[src/rtl/chess_key_conditioner_if.sv]
// Key bundle between the raw pushbutton pins and the chess layout/cursor matrix.
// The raw inputs are active-low keys and an active-high lock switch. The outputs use the matrix convention.
interface chess_key_conditioner_if;
   logic       KeyLeftRaw;
   logic       KeyRightRaw;
   logic       KeyUpRaw;
   logic       KeyDownRaw;
   logic       LockSwitchRaw;
   logic       KeyLeft;
   logic       KeyRight;
   logic       KeyUp;
   logic       KeyDown;
   logic       LockSwitch;
   logic [1:0] ActiveKey;
   logic       Repeating;

   modport master (
      output KeyLeftRaw, KeyRightRaw, KeyUpRaw, KeyDownRaw, LockSwitchRaw,
      input  KeyLeft, KeyRight, KeyUp, KeyDown, LockSwitch, ActiveKey, Repeating
   );

   modport slave (
      input  KeyLeftRaw, KeyRightRaw, KeyUpRaw, KeyDownRaw, LockSwitchRaw,
      output KeyLeft, KeyRight, KeyUp, KeyDown, LockSwitch, ActiveKey, Repeating
   );
endinterface

[src/rtl/chess_key_conditioner.sv]
// Synchronises and debounces the navigation keys and the lock switch.
// It turns a held key into one move pulse followed by auto-repeat pulses (0 = ON).
module chess_key_conditioner #(
   parameter int unsigned DEBOUNCE_TICKS = 2,
   parameter int unsigned REPEAT_DELAY   = 5,
   parameter int unsigned REPEAT_PERIOD  = 2,
   parameter int unsigned CNT_WIDTH      = 4
) (
   input logic                    OutClock,
   input logic                    resetApp,
   chess_key_conditioner_if.slave keys
);
   localparam int unsigned NUM_IN   = 5;
   localparam int unsigned NUM_KEYS = 4;
   localparam int unsigned LOCK_IDX = 4;

   localparam logic [NUM_IN-1:0]    REL_LEVEL = 5'b01111;
   localparam logic [CNT_WIDTH-1:0] CNT_ONE   = CNT_WIDTH'(1);
   localparam logic [CNT_WIDTH-1:0] DEB_MAX   = CNT_WIDTH'(DEBOUNCE_TICKS);
   localparam logic [CNT_WIDTH-1:0] DELAY_LD  = CNT_WIDTH'(REPEAT_DELAY - 1);
   localparam logic [CNT_WIDTH-1:0] PERIOD_LD = CNT_WIDTH'(REPEAT_PERIOD - 1);

   typedef enum logic [1:0] {IDLE, HOLD, REPEAT} state_t;

   logic [NUM_IN-1:0]    raw;
   logic [NUM_IN-1:0]    sync1;
   logic [NUM_IN-1:0]    sync2;
   logic [NUM_IN-1:0]    stable;
   logic [CNT_WIDTH-1:0] deb_cnt [NUM_IN];
   logic [NUM_KEYS-1:0]  pressed;
   logic [1:0]           prio_key;

   state_t               state;
   logic [CNT_WIDTH-1:0] rpt_cnt;
   logic [NUM_KEYS-1:0]  key_out;
   logic [1:0]           active;
   logic                 repeating;
   logic                 lock_out;

   // Bits 0..3 are Left, Right, Up and Down, so a bit index is also the key code.
   assign raw = {keys.LockSwitchRaw, keys.KeyDownRaw, keys.KeyUpRaw,
                 keys.KeyRightRaw, keys.KeyLeftRaw};

   always_ff @(posedge OutClock or posedge resetApp) begin
      if (resetApp) begin
         sync1 <= REL_LEVEL;
         sync2 <= REL_LEVEL;
      end else begin
         sync1 <= raw;
         sync2 <= sync1;
      end
   end

   // The stable level flips only after the count of differing samples has reached DEBOUNCE_TICKS.
   always_ff @(posedge OutClock or posedge resetApp) begin
      if (resetApp) begin
         stable <= REL_LEVEL;
         for (int unsigned i = 0; i < NUM_IN; i++) deb_cnt[i] <= '0;
      end else begin
         for (int unsigned i = 0; i < NUM_IN; i++) begin
            if (sync2[i] == stable[i]) begin
               deb_cnt[i] <= '0;
            end else if (deb_cnt[i] >= DEB_MAX) begin
               stable[i]  <= sync2[i];
               deb_cnt[i] <= '0;
            end else begin
               deb_cnt[i] <= deb_cnt[i] + CNT_ONE;
            end
         end
      end
   end

   assign pressed = ~stable[NUM_KEYS-1:0];

   // Left has the highest priority, then Right, Up and Down.
   always_comb begin
      prio_key = 2'd0;
      for (int i = NUM_KEYS - 1; i >= 0; i--) begin
         if (pressed[i]) prio_key = 2'(i);
      end
   end

   always_ff @(posedge OutClock or posedge resetApp) begin
      if (resetApp) begin
         state     <= IDLE;
         rpt_cnt   <= '0;
         key_out   <= '1;
         active    <= 2'd0;
         repeating <= 1'b0;
         lock_out  <= 1'b0;
      end else begin
         key_out  <= '1;
         lock_out <= stable[LOCK_IDX];
         case (state)
            IDLE: begin
               if (|pressed) begin
                  active    <= prio_key;
                  key_out   <= ~(4'b0001 << prio_key);
                  rpt_cnt   <= DELAY_LD;
                  repeating <= 1'b1;
                  state     <= HOLD;
               end
            end
            HOLD, REPEAT: begin
               if (!pressed[active]) begin
                  repeating <= 1'b0;
                  state     <= IDLE;
               end else if (rpt_cnt == '0) begin
                  key_out <= ~(4'b0001 << active);
                  rpt_cnt <= PERIOD_LD;
                  state   <= REPEAT;
               end else begin
                  rpt_cnt <= rpt_cnt - CNT_ONE;
               end
            end
            default: begin
               repeating <= 1'b0;
               state     <= IDLE;
            end
         endcase
      end
   end

   assign keys.KeyLeft    = key_out[0];
   assign keys.KeyRight   = key_out[1];
   assign keys.KeyUp      = key_out[2];
   assign keys.KeyDown    = key_out[3];
   assign keys.LockSwitch = lock_out;
   assign keys.ActiveKey  = active;
   assign keys.Repeating  = repeating;
endmodule

[src/flat_wrapper.sv]
// flat-port wrapper written by rule: the top's interface ports become plain ports
module chess_key_conditioner_flat 
#(
   parameter int unsigned DEBOUNCE_TICKS = 2,
   parameter int unsigned REPEAT_DELAY   = 5,
   parameter int unsigned REPEAT_PERIOD  = 2,
   parameter int unsigned CNT_WIDTH      = 4
)
  (OutClock, resetApp, keys_KeyLeftRaw, keys_KeyRightRaw, keys_KeyUpRaw, keys_KeyDownRaw, keys_LockSwitchRaw, keys_KeyLeft, keys_KeyRight, keys_KeyUp, keys_KeyDown, keys_LockSwitch, keys_ActiveKey, keys_Repeating);
  chess_key_conditioner_if keys_i ();
  input logic OutClock;
  input logic resetApp;
  input wire logic [$bits(keys_i.KeyLeftRaw)-1:0] keys_KeyLeftRaw;
  input wire logic [$bits(keys_i.KeyRightRaw)-1:0] keys_KeyRightRaw;
  input wire logic [$bits(keys_i.KeyUpRaw)-1:0] keys_KeyUpRaw;
  input wire logic [$bits(keys_i.KeyDownRaw)-1:0] keys_KeyDownRaw;
  input wire logic [$bits(keys_i.LockSwitchRaw)-1:0] keys_LockSwitchRaw;
  output wire logic [$bits(keys_i.KeyLeft)-1:0] keys_KeyLeft;
  output wire logic [$bits(keys_i.KeyRight)-1:0] keys_KeyRight;
  output wire logic [$bits(keys_i.KeyUp)-1:0] keys_KeyUp;
  output wire logic [$bits(keys_i.KeyDown)-1:0] keys_KeyDown;
  output wire logic [$bits(keys_i.LockSwitch)-1:0] keys_LockSwitch;
  output wire logic [$bits(keys_i.ActiveKey)-1:0] keys_ActiveKey;
  output wire logic [$bits(keys_i.Repeating)-1:0] keys_Repeating;
  assign keys_i.KeyLeftRaw = keys_KeyLeftRaw;
  assign keys_i.KeyRightRaw = keys_KeyRightRaw;
  assign keys_i.KeyUpRaw = keys_KeyUpRaw;
  assign keys_i.KeyDownRaw = keys_KeyDownRaw;
  assign keys_i.LockSwitchRaw = keys_LockSwitchRaw;
  assign keys_KeyLeft = keys_i.KeyLeft;
  assign keys_KeyRight = keys_i.KeyRight;
  assign keys_KeyUp = keys_i.KeyUp;
  assign keys_KeyDown = keys_i.KeyDown;
  assign keys_LockSwitch = keys_i.LockSwitch;
  assign keys_ActiveKey = keys_i.ActiveKey;
  assign keys_Repeating = keys_i.Repeating;
  chess_key_conditioner #(.DEBOUNCE_TICKS(DEBOUNCE_TICKS), .REPEAT_DELAY(REPEAT_DELAY), .REPEAT_PERIOD(REPEAT_PERIOD), .CNT_WIDTH(CNT_WIDTH)) u_core (.OutClock(OutClock), .resetApp(resetApp), .keys(keys_i));
endmodule
[config.mk]
export PLATFORM = sky130hd
export DESIGN_NAME = chess_key_conditioner_flat
export DESIGN_NICKNAME = d
export VERILOG_FILES = /design/src/rtl/chess_key_conditioner_if.sv /design/src/rtl/chess_key_conditioner.sv /design/src/flat_wrapper.sv
export SDC_FILE = /design/constraint.sdc
export NUM_CORES = 1
export LEC_CHECK = 0
export ABC_AREA = 0
export CORE_MARGIN = 3
export CORE_UTILIZATION = 40
export DETAILED_ROUTE_END_ITERATION = 6
export REMOVE_ABC_BUFFERS = 1
export SLEW_MARGIN = 10
export SYNTH_ARGS = -nofsm -noshare
export SYNTH_HDL_FRONTEND = slang
export SYNTH_SLANG_ARGS = --single-unit
[constraint.sdc]
create_clock -name OutClock -period 3.8 [get_ports OutClock]
set_input_delay 0.76 -clock OutClock [delete_from_list [all_inputs] [get_ports OutClock]]
set_output_delay 0.76 -clock OutClock [all_outputs]
set_load 0.05 [all_outputs]
==> Yosys cells after proc, flatten, opt, wreduce, memory -nomap -nowiden <==
Index checks and enable logic that the tools add are counted.
Widths: inputs -> output; s select.
{ "word_totals": {"ff_bits": 49, "inputBits": 7, "out_inout_bits": 8, "wordCells": 96} }
{ "classes": {"addsub": 6, "n_lt_le_gt_ge": 6, "eq_ne": 11, "shifts": 2, "n_mux": 31, "n_bitwise": 8, "reduce_logical": 14} }
{ "op_table": {"columns": ["cell", "n"], "rows": [
  ["$mux 4", 16],
  ["$add 4x1->4 const B", 5],
  ["$ge 4x2->1 const B", 5],
  ["$pmux 4 s2", 2],
  ["$reduce_and 2->1", 8],
  ["$mux 2", 7],
  ["$not 4->4", 3],
  ["$shl 1x2->4 const A", 2],
  ["$eq 1x1->1", 5],
  ["$not 1->1", 5],
  ["$logic_not 4->1", 1],
  ["$ne 2x1->1 const B", 2],
  ["$pmux 2 s2", 1],
  ["$reduce_or 4->1", 1],
  ["$sub 4x1->4 const B", 1],
  ["$lt 2x3->1 const B", 1],
  ["$mux 1", 3],
  ["$ne 3x3->1 const B", 1],
  ["$reduce_and 3->1", 1],
  ["$bmux 1 s2", 1],
  ["$eq 2x1->1 const B", 1],
  ["$eq 2x2->1 const B", 1],
  ["$logic_not 2->1", 1],
  ["$ne 2x2->1 const B", 1],
  ["3 further kinds", 3]
]} }

==> Longest topological paths before layout <==
Gate-level depths: netlist of the first run.
{ "depth": {"word_depth": 9, "ltp_mapped": 6, "mapped_depth_nobuf": 6} }

==> Worst setup path before layout of the first run <==
Ideal clock, no wire load.
{ "synth_timing": {"kind": "flip-flop to flip-flop", "start": "register u_core.active[1], in the netlist u_core.keys.ActiveKey[1]", "end": "register u_core.rpt_cnt[3]", "setup_time_ns": 0.128, "t_arrival_ns": 1.848, "required_ns": 3.672, "slack_ns": 1.824, "stages_incl_launch_ff": 6, "n_path_buf": 1, "synth_period_minus_slack_ns": 1.976, "path_cell_list": "dfrtp_1 -> buf_2 -> mux2_2 -> nand3_1 -> o2111a_2 -> mux2_1"} }
{ "synth_via": {"elab_chain_cells": 4} }
{ "synth_rtl": {"columns": ["element", "line", "text"], "rows": [
  ["from (decl)", "chess_key_conditioner.sv:36", "logic [1:0] active;"],
  ["from (signal assigned)", "chess_key_conditioner.sv:97", "active <= prio_key;"],
  ["$bmux 1 s2", "chess_key_conditioner.sv:105", "if (!pressed[active]) begin"],
  ["$mux 1 (implied by the code)", "chess_key_conditioner.sv:105", null],
  ["$ne 2x1->1 (no line)", null, null],
  ["$reduce_and 3->1 (no line)", null, null],
  ["to (signal assigned)", "chess_key_conditioner.sv:113", "rpt_cnt <= rpt_cnt - CNT_ONE;"],
  ["to (decl)", "chess_key_conditioner.sv:34", "logic [CNT_WIDTH-1:0] rpt_cnt;"]
]} }
No other way between the ends. The select of a mux whose other input is x is not followed.
A chain may end at the register's enable or synchronous reset.

==> Worst setup path after layout of the first run <==
{ "layout_timing": {"start": "register u_core.active[0], in the netlist u_core.keys.ActiveKey[0]", "end": "output port keys_ActiveKey[0]"} }
{ "layout_rtl": {"columns": ["element", "line", "text"], "rows": [
  ["to (decl)", "flat_wrapper.sv:23", "output wire logic [$bits(keys_i.ActiveKey)-1:0] keys_ActiveKey;"]
]} }
No word-level cell between the ends.

==> summary.txt, run 1 <==
Status
  – Outcome: finished clean

Critical path
  – Critical path capture point type: primary output
  – Delay-heaviest family, CP: buffers and inverters
  – Worst-path cell chain: clkdlybuf4s50_1
  – Crit-path max FO: 9
  – CP arrival: ~1700 ps
  – Worst path buffer plus inverter count: 1
  – Worst Path Class, Setup: reg -> out
  – Slowest stage cell, crit path: clkdlybuf4s50_1
  – Crit path required time: between 3000 and 4000 ps
  – Worst setup SP type: flip-flop
  – Crit-path max cell delay: between 800 and 900 ps

Clocking
  – Root Buffer: clkbuf_8
  – Post-CTS Hold Fix Bufs: 0
  – Bufs on Longest Clock Path: 2
  – Resize count post-CTS: 0
  – Post-CTS setup buffer count: 0
  – Clk Latency, worst-skew pair: 300 ps
  – H-tree lvl count: 2
  – Clock Pin Slew Worst Setup and Hold Paths: 80 ps
  – TritonCTS clock tree: built
  – Number of CTS-inserted buffers: 5
  – CTS Sinks: 49

Final layout
  – Number of nets in the layout: 214
  – Post-route insts no fill: 261
  – Proportion of layout cells with a drive suffix above 1: 0.186
  – Antenna cells: 0
  – Synthesis-to-finish area growth: 14.5%

Logic synthesis
  – Mean post-synth cell area: 12.1 µm²
  – Synth area leader: dfrtp_1
  – Mapped Area: 0.00213 mm²
  – Number of synthesized flops with an enable pin: 0
  – Top-area cell type share of the netlist area: 0.388
  – Post-synth ARST share: 1.00
  – Register area share after synthesis: 0.586
  – Top post-synthesis cells by area: dfrtp_1 39%, dfstp_2 20%, ha_1 8.2%
  – #FFs+latches synth: 49
  – Ys Warns: 0
  – Post-synth top flop: dfrtp_1
  – Mapped Cells: 176
  – Yosys cell types: 37

Placed design
  – Routability Congestion: 0.818
  – # port buffers: 14
  – DP HPWL: ~2400 µm
  – Cells after DPL: ~250

Timing
  – Fmax: between 0.4 and 0.5 GHz
  – RSZ-0062 raised after global routing: false
  – Max-slew violation count: 0
  – Final Hold Viols: 0
  – Setup_tns: 0 ps
  – Fin crit period: around 2400 ps
  – Clock skew: about 6.6 ps
  – Final setup viols: 0
  – Slew Limit Headroom: 0.367
  – Fin crit share: 0.641
  – Slew @ Worst Pin: 948 ps

Power
  – Leakage: 1.11 nW
  – VDD IR max: between 0.3 and 0.4 mV
  – Power Density: roughly 770 mW/mm²

GRT
  – Total grt overflow: 0
  – First-pass GRT wire length: about 6000 µm
  – Vias in the first global route: 1321
  – Initial antenna violation count: 0
  – Largest net degree at the start of global routing: 50
  – GR Util All Layers: 0.125

Drt
  – Pre-Repair DR Iteration Count: 4
  – Vias/cell: 5.00
  – Via count: roughly 1.3k
  – Drc violations: 0
  – Detailed Route Iter0 Violations: ~140
  – DR WL/cell: between 10 and 15 µm
  – Antenna-violating nets left: 0
  – DRT Wirelength: about 3300 µm

Die
  – Num ports: 15
  – Die Ht: between 70 and 80 µm
  – Die Area: ~0.0062 mm²
  – Die W: slightly below 80 µm
  – Std-Cell Rows: 25
  – Starting density of the core: 0.430
  – CORE AREA: 0.00494 mm²

Worst hold path
  – Hold Crit Class: reg -> reg

Job
  – Max-cap violations: 0
==> path summary, 6_finish.rpt <==
kind / end / startpoint / slack [ps] / cells after the start
setup reg to reg: u_core.key_out[3] / u_core.rpt_cnt[0] / 1910 / 5
max in group asynchronous: u_core.keys.ActiveKey[1] / resetApp / 2230 / 2
min in group asynchronous: u_core.state[1] / resetApp / 990 / 2
setup / recovery: keys_ActiveKey[0] / u_core.keys.ActiveKey[0] / 1370 / 1
hold reg to reg: u_core.sync2[3] / u_core.sync1[3] / 360 / 0
hold / removal: u_core.sync2[3] / u_core.sync1[3] / 360 / 0
==> metrics by stage <==
stage / power [mW] / hold slack [ps] / area (µm²) / setup WS [ps] / utilization
floorplan: 1.32 / 331 / 2100 / 1890 / -
global placement: 1.50 / 337 / 2320 / 1710 / 0.470
detailed placement: 1.52 / 349 / 2320 / 1690 / 0.470
CTS: 1.90 / 363 / 2430 / 1350 / 0.493
global route: 2.01 / 370 / 2430 / 1270 / 0.493
finish: 1.87 / 360 / 2430 / 1370 / 0.493
==> where the power goes <==
group	total [mW]	internal, mW	switching [mW]
Clock	0.366	0.197	0.169
Combinational	0.757	0.321	0.436
Sequential	0.751	0.650	0.100
==> area by class of cell <==
cell class / instances / area (µm²)
inverters: 13 / 48.8
fillers: 466 / 2510
flip-flops and latches: 49 / 1250
clock inverters: 3 / 43.8
multi-input cells: 110 / 803
clock buffers: 5 / 68.8
repair buffers: 14 / 140
well taps: 67 / 83.8
==> cells by family (layout without fill, tap and decap cells) <==
logic type | after synthesis | in the layout | synth area share
mux | 12 | 12 | 0.0671
buf+inv | 21 | 35 | 0.0435
fa+ha+maj | 14 | 14 | 0.0824
compound gates | 21 | 21 | 0.0671
flops | 49 | 49 | 0.586
simple gates | 53 | 53 | 0.132
xor+xnor | 5 | 5 | 0.0206
other cells | 1 | 5 | 0.00176
==> cells in the mapped netlist, drive strengths merged, types with 3 or more instances <==
cell / count
buf: 6
nor4: 5
nor2b: 3
dfstp: 16
nand3: 4
inv: 13
mux2i: 3
nor2: 14
mux2: 8
o21ai: 4
a21oi: 8
dfrtp: 33
xor2: 5
ha: 14
nand2: 12
and3: 5
==> metal layers <==
layer  GRT usage  up-vias  wire [µm]
li1            -      623          -
met5           0        -          0
met4      0.0636        0         88
met2       0.204       29       1650
met3      0.0374        9        149
met1       0.149      644       1410
==> sequential cells by signal (all words and copies together), names as in the netlist, 2 cells and up <==
name / flops
u_core.deb_cnt: 20
u_core.key_out: 4
u_core.keys.ActiveKey: 2
u_core.rpt_cnt: 4
u_core.stable: 5
u_core.state: 2
u_core.sync1: 5
u_core.sync2: 5
==> cell usage in the layout, fill, tap and decap left out, types with 7 or more instances in the layout <==
cell,count
inv_1,12
dfstp_2,16
dfrtp_1,33
a21oi_1,8
ha_1,14
nand2_1,12
mux2_2,7
nor2_1,14
clkdlybuf4s50_1,14
No activity file was read; power rests on OpenSTA's default activity.
==> run 2: changes to the inputs <==
==> constraint.sdc (replaced) <==
create_clock -name OutClock -period 2.3 [get_ports OutClock]
set_input_delay 0.46 -clock OutClock [delete_from_list [all_inputs] [get_ports OutClock]]
set_output_delay 0.46 -clock OutClock [all_outputs]
set_load 0.05 [all_outputs]
==> run 2 against run 1 <==
  * Sequential share of layout area is 0.65 points lower
  * Clock-buffer cell count is 2 higher
  * Critical path depth stayed put
  * Flip-flop and latch count unchanged
==> summary.txt, run 2 (synthesized netlist as in run 1, its figures left out) <==
Final layout
  – Util after Layout: 0.499 (+0.00633)
  – Max FFs per register: 20 (unchanged)
  – Antenna cells: 0 (unchanged)
  – Proportion of layout cells with a drive suffix above 1: 0.189 (+0.00321)
  – Most frequent cells in the layout: 33 x dfrtp_1, 16 x dfstp_2, 14 x nor2_1, 14 x ha_1, 14 x clkdlybuf4s50_1
  – Biggest register: u_core.deb_cnt
  – Synthesis-to-finish area growth: 15.9%
  – Number of nets in the layout: 216 (+0.93%)
  – Commonest non-fill, non-tap cell in the layout: dfrtp_1
  – Post-route cell area: 0.00247 mm² (+1.3%)
  – FILL cells: 459 (-1.5%)

Power
  – VDD IR max: 0.438 mV (+42%)
  – Final Power: 3.14 mW (+68%)
  – Leakage: 1.13 nW (+1.3%)
  – Power Density: 1270 mW/mm² (+66%)

Timing
  – Slew @ Worst Pin: 547 ps (-402 ps)
  – Max-slew violation count: 0 (unchanged)
  – Slew Limit Headroom: 0.632 (+0.265)
  – Fmax: approximately 0.47 GHz
  – Setup_tns: 0 ps (unchanged)
  – Setup WS post-layout: 160 ps (-1210 ps)
  – Fin crit share: 0.931
  – Final Hold Viols: 0 (unchanged)
  – Final setup viols: 0 (unchanged)
  – Fin crit period: roughly 2100 ps
  – RSZ-0062 raised after global routing: false
  – Clock skew: 6.36 ps (-0.223 ps)

Drt
  – Vias/cell: 5.05 (+0.99%)
  – Drc violations: 0 (unchanged)
  – DRT Wirelength: 3470 µm (+5.3%)
  – Antenna-violating nets left: 0 (unchanged)
  – Detailed Route Iter0 Violations: 153 (+13%)
  – Pre-Repair DR Iteration Count: 4 (unchanged)
  – Via count: 1328 (+1.8%)
  – DR WL/cell: 13.2 µm (+4.5%)

Critical path
  – Worst-path cell chain: clkdlybuf4s50_1
  – Reg-to-reg endpoint: u_core.rpt_cnt[3]
  – R2R Setup Slk: 460 ps (-1450 ps)
  – Worst setup SP type: flip-flop
  – Critical path capture point type: primary output
  – Crit path required time: 1840 ps (-1200 ps)
  – Crit-path max cell delay: 870 ps (about the same)
  – Crit-path max FO: 9 (unchanged)
  – Slowest stage cell, crit path: clkdlybuf4s50_1
  – Delay-heaviest family, CP: buffers and inverters
  – Worst path buffer plus inverter count: 1 (unchanged)
  – Worst r2r src: u_core.state[0]
  – Reg2Reg Depth: 5 (unchanged)
  – CP arrival: 1680 ps (about the same)
  – Worst Path Class, Setup: reg -> out

Clocking
  – Resize count post-CTS: 0 (unchanged)
  – Root Buffer: clkbuf_8
  – Post-CTS setup buffer count: 0 (unchanged)
  – Clock Pin Slew Worst Setup and Hold Paths: 80 ps (about the same)
  – Clk Latency, worst-skew pair: 300 ps (about the same)
  – TritonCTS clock tree: built
  – CTS Sinks: 49 (unchanged)
  – Post-CTS Hold Fix Bufs: 0 (unchanged)
  – Number of CTS-inserted buffers: 5 (unchanged)
  – Bufs on Longest Clock Path: 2 (unchanged)
  – H-tree lvl count: 2 (unchanged)

GRT
  – Total grt overflow: 0 (unchanged)
  – GR Util All Layers: 0.129 (+0.00396)
  – Initial antenna violation count: 0 (unchanged)
  – Largest net degree at the start of global routing: 28 (-44%)
  – Vias in the first global route: 1404 (+6.3%)
  – First-pass GRT wire length: 6180 µm (+2.8%)

Die
  – Die Area: 0.00623 mm² (unchanged)
  – Die Ht: 78.9 µm (unchanged)
  – Std-Cell Rows: 25 (unchanged)
  – Starting density of the core: 0.430 (unchanged)
  – Die W: 78.9 µm (unchanged)
  – CORE AREA: 0.00494 mm² (unchanged)
  – Num ports: 15 (unchanged)

Status
  – Outcome: finished clean

Placed design
  – DP HPWL: 2510 µm (+4.3%)
  – Placement Cell Area: 0.00235 mm² (+1.2%)
  – # port buffers: 14 (unchanged)
  – Routability Congestion: 0.820 (+0.27%)
  – Pre-CTS setup slack: 477 ps (-1210 ps)

Worst hold path
  – Hold depth: 0 (unchanged)
  – HP Start: u_core.sync1[4]
  – Hold endpoint: u_core.sync2[4]
  – Hold Crit Class: reg -> reg

Job
  – Max-cap violations: 0 (unchanged)
## run 2: power by group
group / switching [mW] / internal (mW)
Combinational: 0.731 / 0.547
Clock: 0.267 / 0.354
Sequential: 0.169 / 1.07
Total: 1.17 / 1.98
## run 2: stage by stage
step | hold WS (ps) | cells
floorplan | 331 | 172
global placement | 336 | 255
detailed placement | 340 | 255
CTS | 360 | 263
global route | 366 | 263
finish | 357 | 263
## run 2: routing by layer
layer | part of all wire | GRT usage
met1 | 0.42 | 0.139
met2 | 0.52 | 0.228
met4 | 0.021 | 0.0584
met5 | 0 | 0
met3 | 0.037 | 0.0420
## run 2: final cells by class
class	instances	area, µm²	share of cell area
clock buffer	7	86.3	0.0350
clock inverter	1	30.0	0.0122
inverter	13	48.8	0.0198
multi-input combinational	110	803	0.326
sequential	49	1250	0.505
tap	67	83.8	0.0340
timing repair buffer	16	168	0.0680
## run 2: worst max path at each step
stage | from | to | cells after the start
after detailed placement | u_core.keys.ActiveKey[0] | keys_ActiveKey[0] | 1
final | u_core.keys.ActiveKey[1] | keys_ActiveKey[1] | 1
after CTS | u_core.keys.ActiveKey[0] | keys_ActiveKey[0] | 1
after floorplan | u_core.keys.ActiveKey[1] | u_core.rpt_cnt[3] | 4
after global placement | u_core.keys.ActiveKey[0] | keys_ActiveKey[0] | 1
after global routing | u_core.keys.ActiveKey[0] | keys_ActiveKey[0] | 1
